File: src/rtl/fbcpu_memory.sv
// fbcpu_memory: word RAM answering the FB-CPU memory bus, with a stream program loader
// that holds the core in reset while it fills memory from word 0 upwards.
module fbcpu_memory #(
   parameter int ADDRESS_WIDTH = 6,
   parameter int DATA_WIDTH    = 10,
   parameter int LOAD_WORDS    = 64
) (
   input  logic                     clk,
   input  logic                     rst,
   input  logic [ADDRESS_WIDTH-1:0] MAR,
   input  logic                     RAMWr,
   input  logic [DATA_WIDTH-1:0]    MDRIn,
   output logic [DATA_WIDTH-1:0]    MDROut,
   input  logic                     load_start,
   input  logic                     load_valid,
   input  logic [DATA_WIDTH-1:0]    load_data,
   input  logic                     load_last,
   output logic                     load_ready,
   output logic                     load_busy,
   output logic                     load_done,
   output logic [ADDRESS_WIDTH:0]   load_count,
   output logic                     cpu_rst
);
   typedef enum logic [1:0] {IDLE, LOAD, DONE} state_t;
   localparam logic [ADDRESS_WIDTH:0] LAST_IDX = (ADDRESS_WIDTH+1)'(LOAD_WORDS - 1);
   state_t                   state_q, state_d;
   logic [ADDRESS_WIDTH:0]   count_q, count_d;
   logic [DATA_WIDTH-1:0]    mdr_q, mdr_d;
   logic [DATA_WIDTH-1:0]    mem [0:(2**ADDRESS_WIDTH)-1];
   logic                     we;
   logic [ADDRESS_WIDTH-1:0] waddr;
   logic [DATA_WIDTH-1:0]    wdata;
   always_comb begin
      state_d = state_q;
      count_d = count_q;
      mdr_d   = '0;
      we      = 1'b0;
      waddr   = MAR;
      wdata   = MDRIn;
      case (state_q)
         IDLE: begin
            mdr_d = mem[MAR];
            we    = RAMWr;
            if (load_start) begin
               state_d = LOAD;
               count_d = '0;
            end
         end
         LOAD: begin
            we    = load_valid;
            waddr = count_q[ADDRESS_WIDTH-1:0];
            wdata = load_data;
            if (load_valid) begin
               count_d = count_q + 1'b1;
               if (load_last || count_q == LAST_IDX) state_d = DONE;
            end
         end
         default: state_d = IDLE;
      endcase
   end
   // RAM itself is never reset; its read is registered into mdr_q (read-first)
   always_ff @(posedge clk) begin
      if (we) mem[waddr] <= wdata;
   end
   always_ff @(posedge clk or posedge rst) begin
      if (rst) begin
         state_q <= IDLE;
         count_q <= '0;
         mdr_q   <= '0;
      end else begin
         state_q <= state_d;
         count_q <= count_d;
         mdr_q   <= mdr_d;
      end
   end
   assign MDROut     = mdr_q;
   assign load_ready = state_q == LOAD;
   assign load_busy  = state_q == LOAD;
   assign load_done  = state_q == DONE;
   assign load_count = count_q;
   assign cpu_rst    = rst || state_q != IDLE;
endmodule

File: config.mk
export PLATFORM = sky130hd
export DESIGN_NAME = fbcpu_memory
export DESIGN_NICKNAME = d
export VERILOG_FILES = /design/src/rtl/fbcpu_memory.sv
export SDC_FILE = /design/constraint.sdc
export NUM_CORES = 1
export LEC_CHECK = 0
export BUFFER_PORTS_ARGS = -buffer_cell sky130_fd_sc_hd__buf_2
export CAP_MARGIN = 20
export CORE_AREA = 2 2 232 234
export DETAILED_ROUTE_END_ITERATION = 8
export DIE_AREA = 0 0 234 236
export PLACE_DENSITY = 0.64
export REMOVE_ABC_BUFFERS = 1
export SETUP_SLACK_MARGIN = 0.1
export SYNTH_ARGS = -nofsm -noshare
export SYNTH_HDL_FRONTEND = slang
export SYNTH_SLANG_ARGS = --single-unit
File: constraint.sdc
create_clock -name clk -period 3 [get_ports clk]
set_clock_uncertainty 0.05 [all_clocks]
set_input_delay 0 -clock clk [delete_from_list [all_inputs] [get_ports clk]]
set_output_delay 0 -clock clk [all_outputs]
set_load 0.05 [all_outputs]
==> metrics, run 1 <==
core area=53070 sq um; fraction of registers with async set/reset=2.883%; total gr overflow=0; vias in the first global route=13411; DRT Wirelength=61.99 mm; Tmin final=2.702 ns; vias post-DR=12967; Worst Setup SP=state_q[1]; ys flop type=edfxtp_1; period utilization=90.07%; Avg Cell Area, Syn=20.92 sq um; wire per inst=28.59 microns; clk slew on worst S/H paths=0.06 ns; Hold Path Stages=4; GRT Overall Usage=23.19%; worst r2r src=state_q[1]; worst-path fanout max=20; Setup crit start kind=register; final net count=1454; Post-CTS Setup Repair Bufs=0; Filler cells=3905; outcome=finished clean; CTS tree=yes; sequential-to-total area share from yosys stat=75.66%; fmax=370.1 MHz; Post-synth EDFFs=640; Final TNS setup=0 ns; IO buf count=52; unrepaired setup endpoints after global routing=no; drt initial violations=1448; DRC Markers=0; most frequent cells in the layout=edfxtp_1 (640), mux4_2 (128), buf_4 (103); Syn. warnings=0; Area growth syn-to-layout=14.88%; Synth Instances=1244; Min Hold Slack=0.03132 ns; largest net degree at the start of global routing=65; worst skew pair latency=0.61 ns; commonest non-fill, non-tap cell in the layout=edfxtp_1; critical path type=reg -> reg; Cell variety after synth=56; Setup crit end=mem[54][1]; layout cells sized above 1=27.51%; FF-to-FF End=mem[54][1]; first-pass GRT wire length=90.56 mm; Starting Density=49.05%; final setup fails=0; dpl hpwl=39.27 mm; Die Wd=234 microns; CP required=3.17 ns; I/O pins=53; FF+latch count, synth=659; Worst slew margin=25.76%; full die area=55220 sq um; routed vias/inst=5.981; worst min path class=in -> reg; Antenna diodes=0; maximum VDD drop=0.001103 V; Setup crit end kind=register; number of max-cap violations=0; Tightest Pin Transition=1.109 ns; initial antenna violation count=2; final number of hold-violating endpoints=0; Worst Path Arrival=2.87 ns; num rows=85; Lkg Pwr=9.927 nW; pwr dens=782.8 nW/um^2; CTS buffer count=68; routability cong.=0.8706; antenna viol nets, final=0; Die Y-Extent=236 microns; Slew Viols, Final=0; Final Worst Setup Slack=0.2978 ns; Post-Place Worst Slack=0.3003 ns; DRT Pass-1 Iters=5; clk sinks=659; worst-case reg-to-reg path depth=5; Netlist Area Pre-Place=26030 sq um; min-delay src=load_data[6]; H-Tree Level Count=3; CTS root buf=clkbuf_16; R2R Setup Slk=0.30 ns; clock buffer depth=3
[area by class of cell]
class | count | area, sq um | share of cell area [%]
sequential | 659 | 19690 | 65.86
multi-input combinational | 510 | 5812 | 19.44
timing repair buffer | 177 | 1349 | 4.510
tap | 696 | 870.8 | 2.912
inverter | 5 | 18.77 | 0.06276
clock inverter | 35 | 296.5 | 0.9916
clock buffer | 86 | 1863 | 6.230
[worst min path at each step]
| stage | slack (ns) | to |
|---|---|---|
| final | 0.03 | mem[29][6] |
| after global routing | 0.04 | mem[29][6] |
| after CTS | 0.009 | mem[28][6] |
| after detailed placement | 0.02 | MDROut[2] |
| after global placement | 0.01 | MDROut[0] |
| after floorplan | -0.09 | MDROut[0] |
[registers in the layout, summed over array words and instances (netlist names)]
register,cells
state_q,2
mem,640
load_count,7
MDROut,10
[cells in the mapped netlist (2+ instances only)]
| master | count | share of area (%) |
|---|---|---|
| edfxtp_1 | 640 | 74 |
| mux4_2 | 128 | 11 |
| nand2_1 | 74 | 1.1 |
| nor2_1 | 74 | 1.1 |
| mux2i_1 | 48 | 1.8 |
| mux4_1 | 32 | 3.2 |
| buf_2 | 28 | 0.54 |
| o22ai_1 | 27 | 0.65 |
| dfrtp_1 | 19 | 1.8 |
| a21oi_1 | 17 | 0.33 |
| nand3_1 | 14 | 0.27 |
| a211oi_1 | 12 | 0.35 |
| clkbuf_1 | 12 | 0.17 |
| buf_6 | 8 | 0.35 |
| o21ai_0 | 8 | 0.15 |
| buf_12 | 7 | 0.54 |
| buf_4 | 7 | 0.20 |
| nand2b_1 | 6 | 0.14 |
| nor2b_1 | 6 | 0.14 |
| a32oi_1 | 5 | 0.17 |
| nand3b_1 | 5 | 0.14 |
| or3_1 | 5 | 0.12 |
| a22oi_1 | 4 | 0.12 |
| buf_1 | 4 | 0.058 |
| inv_1 | 4 | 0.058 |
| a31oi_1 | 3 | 0.072 |
| and3_1 | 3 | 0.072 |
| buf_8 | 3 | 0.17 |
| nor3_1 | 3 | 0.058 |
| o21a_1 | 3 | 0.087 |
| or3b_2 | 3 | 0.10 |
| xnor2_1 | 3 | 0.10 |
| nand4_1 | 2 | 0.048 |
| nor3b_1 | 2 | 0.058 |
| nor4_1 | 2 | 0.048 |
| o21ai_1 | 2 | 0.038 |
| or2_2 | 2 | 0.048 |
[what timing repair did]
action / in CTS / in global routing
hold buffers: 15 / 0
endpoints found under the hold margin: 174 / 0
resized for setup: 0 / 0
[logic make-up (layout without fill, tap and decap cells)]
kind of cell / count (synthesis) / count (layout) / synth area share (%)
AO/OA/AOI/OAI: 93 / 93 / 2.389
AND/OR/NAND/NOR: 205 / 205 / 3.533
XOR/XNOR: 3 / 3 / 0.1010
buffers and inverters: 75 / 303 / 2.120
flip-flops: 659 / 659 / 75.66
multiplexers: 208 / 208 / 16.15
adder cells (fa/ha/maj): 1 / 1 / 0.04806
[routing by layer]
| layer | routed length [microns] | global-route usage, % | up-vias | share of wire [%] |
|---|---|---|---|---|
| li1 | - | - | 5536 | - |
| met1 | 25360 | 31.76 | 6827 | 41 |
| met2 | 29900 | 36.57 | 494 | 48 |
| met3 | 4824 | 5.597 | 108 | 7.8 |
| met4 | 1882 | 8.266 | 2 | 3.0 |
| met5 | 13 | 0 | - | 0.021 |
[worst max-delay path, stage by stage, from the launching register on]
cell      delay [ns]
dfrtp_1         0.37
nand2b_1        0.18
buf_4           0.23
nor3b_1         0.31
a32oi_1         0.24
nor2_1          0.91
[power breakdown]
group | switching, mW | leakage, nW | internal (mW)
clock network | 3.42 | 1.05 | 4.82
registers | 0.123 | 6.03 | 11.5
logic | 2.66 | 2.85 | 0.887
[per-stage QoR]
step / util, % / std cells / total power, mW / instance area, sq um
detailed placement: 51.96 / 2030 / 15.33 / 27570
finish: 56.35 / 2168 / 23.41 / 29900
floorplan: - / 1174 / 13.53 / 25500
CTS: 56.31 / 2166 / 23.56 / 29880
global placement: 51.96 / 2030 / 15.23 / 27570
global route: 56.35 / 2168 / 24.17 / 29900
No activity file was read; power rests on OpenSTA's default activity.
==> inputs of run 2 (changes only) <==
Settings changed: CORE_AREA 2 2 232 234 to 2 2 208 210, DIE_AREA 0 0 234 236 to 0 0 210 212, PLACE_DENSITY 0.64 to 0.78.
Clock period 3 ns to 2.7 ns, I/O delays scaled along.
==> metrics, run 2 (synthesis results as in run 1) <==
max reg flops=640 (unchanged); Slew Viols, Final=0 (unchanged); Worst Path Buf+Inv=1 (unchanged); Final Non-Filler Cells=2006 (was 2168); period utilization=101.2% (was 90.07%); met2 Usage GRT=45.24% (was 36.57%); CP max-delay cell=nor2_1 (unchanged); vias in the first global route=13572 (was 13411); Final TNS setup=-0.2990 ns (was 0 ns); worst min path class=in -> reg (unchanged); DRT Wirelength=61.21 mm (was 61.99 mm); worst-path fanout max=10 (was 20); min-delay src=load_data[4] (was load_data[6]); CTS tree=yes (unchanged); Worst slew margin=20.48% (was 25.76%); final setup fails=10 (was 0); routability cong.=0.9959 (was 0.8706); CP max stage delay=0.85 ns (was 0.91 ns); Pwr Total=25.88 mW (was 23.41 mW); pwr dens=870.4 nW/um^2 (was 782.8 nW/um^2); DRT Pass-1 Iters=7 (was 5); Setup crit start kind=register (unchanged); antenna viol nets, final=0 (unchanged); maximum VDD drop=0.0007486 V (was 0.001103 V); worst skew pair latency=0.61 ns (about the same); GRT Overall Usage=28.32% (was 23.19%); Largest Register=mem (unchanged); CTS root buf=clkbuf_16 (unchanged); full die area=44520 sq um (was 55220 sq um); met3 usage in global routing=7.341% (was 5.597%); number of max-cap violations=0 (unchanged); layout cells sized above 1=28.77% (was 27.51%); Area growth syn-to-layout=14.24% (was 14.88%); Setup crit end kind=register (unchanged); Worst path top cell family by delay=simple AND/OR/NAND/NOR gates (unchanged); I/O pins=53 (unchanged); Antenna diodes=0 (unchanged); clk slew on worst S/H paths=0.06 ns (about the same); final net count=1444 (was 1454); Post-Place Worst Slack=-0.06106 ns (was 0.3003 ns); most frequent cells in the layout=edfxtp_1 (640), mux4_2 (128), buf_4 (96) (was edfxtp_1 (640), mux4_2 (128), buf_4 (103)); Tmin final=2.732 ns (was 2.702 ns); outcome=finished with violations (was finished clean); Tightest Pin Transition=1.193 ns (was 1.109 ns); DRC Markers=0 (unchanged); GR Util met1=38.03% (was 31.76%); num rows=76 (was 85); clock buffer depth=3 (unchanged); routed vias/inst=6.713 (was 5.981); clk sinks=659 (unchanged); H-Tree Level Count=2 (was 3); core area=42510 sq um (was 53070 sq um); GRT busiest layer=met2 (unchanged); DP Area=27430 sq um (was 27570 sq um); fin area=29740 sq um (was 29900 sq um); Die Y-Extent=212 microns (was 236 microns); first-pass GRT wire length=89.61 mm (was 90.56 mm); CTS buffer count=61 (was 68); wire per inst=30.51 microns (was 28.59 microns); vias post-DR=13466 (was 12967); initial antenna violation count=1 (was 2); Lkg Pwr=9.881 nW (was 9.927 nW); worst r2r src=state_q[0] (was state_q[1]); critical path cell sequence=buf_4 -> nand3b_1 -> a21oi_1 -> nand2_1 -> nor2_1 (was nand2b_1 -> buf_4 -> nor3b_1 -> a32oi_1 -> nor2_1); CP required=2.89 ns (was 3.17 ns); dpl hpwl=37.58 mm (was 39.27 mm); final number of hold-violating endpoints=0 (unchanged); commonest non-fill, non-tap cell in the layout=edfxtp_1 (unchanged); unrepaired setup endpoints after global routing=yes (was no); Worst Setup SP=state_q[0] (was state_q[1]); Cells after DPL=1878 (was 2030); critical path type=reg -> reg (unchanged); total gr overflow=0 (unchanged); largest net degree at the start of global routing=65 (unchanged); failing checks=setup timing; Post-CTS Setup Repair Bufs=0 (unchanged); Worst Path Arrival=2.92 ns (was 2.87 ns); Die Wd=210 microns (was 234 microns); Starting Density=61.24% (was 49.05%); drt initial violations=1712 (was 1448); Final Worst Setup Slack=-0.03181 ns (was 0.2978 ns); IO buf count=52 (unchanged); fmax=366.1 MHz (was 370.1 MHz)
==> run 2: cell types whose count changed in the layout (fill, tap and decap cells not counted), moves of 2 or more <==
| cell | before | now |
|---|---|---|
| buf_12 | 7 | 12 |
| buf_4 | 103 | 96 |
| bufinv_16 | 5 | 12 |
| clkbuf_1 | 12 | 8 |
| clkbuf_16 | 71 | 61 |
| clkbuf_8 | 4 | 0 |
| clkinv_2 | 11 | 9 |
| clkinv_4 | 0 | 2 |
| nor2_1 | 74 | 50 |
| nor2_2 | 0 | 23 |
==> run 2: final timing paths <==
path                       slack [ns]             to  cells past startpoint
max in group asynchronous        1.87      MDROut[6]                      5
min in group asynchronous        0.49      MDROut[4]                      5
setup reg to reg                -0.03     mem[37][3]                      5
hold / removal                   0.03     mem[40][4]                      3
setup / recovery                -0.03     mem[37][3]                      5
hold reg to reg                  0.53  load_count[6]                      2
==> run 2: repair_timing <==
item	in CTS	in global routing
gates cloned	0	0
endpoints found under the hold margin	190	0
hold buffers	16	0
pin swaps	0	0
gates resized for setup	6	20
endpoints found under the setup margin	86	203
==> run 2: final cells by class <==
class / count / area, sq um
Fill cell: 2446 / 12770
Sequential cell: 659 / 19690
Clock inverter: 43 / 519.2
Timing Repair Buffer: 174 / 1381
Inverter: 5 / 18.77
Clock buffer: 69 / 1556
Multi-Input combinational cell: 510 / 5884
Tap cell: 546 / 683.2
==> run 2: worst min-delay path: stages <==
cell and delay, ns:
buf_2 0.08, nand2_1 0.05, nand2_2 0.33
==> run 2: power breakdown <==
| group | internal [mW] | switching [mW] | total [mW] |
|---|---|---|---|
| logic | 1.02 | 3.08 | 4.10 |
| registers | 12.8 | 0.113 | 12.9 |
| clock network | 5.27 | 3.63 | 8.90 |
==> run 2: metrics by stage <==
stage,hold slack [ns],util (%)
floorplan,-0.09056,-
detailed placement,0.01279,64.53
global route,0.03997,69.96
finish,0.03263,69.96
CTS,0.02804,69.83
global placement,-0.002108,64.53
==> run 2: metal layers <==
layer	part of all wire, %	routed length [microns]
met1	36	21890
met4	4.6	2809
met3	11	7006
met2	48	29490
met5	0.021	13
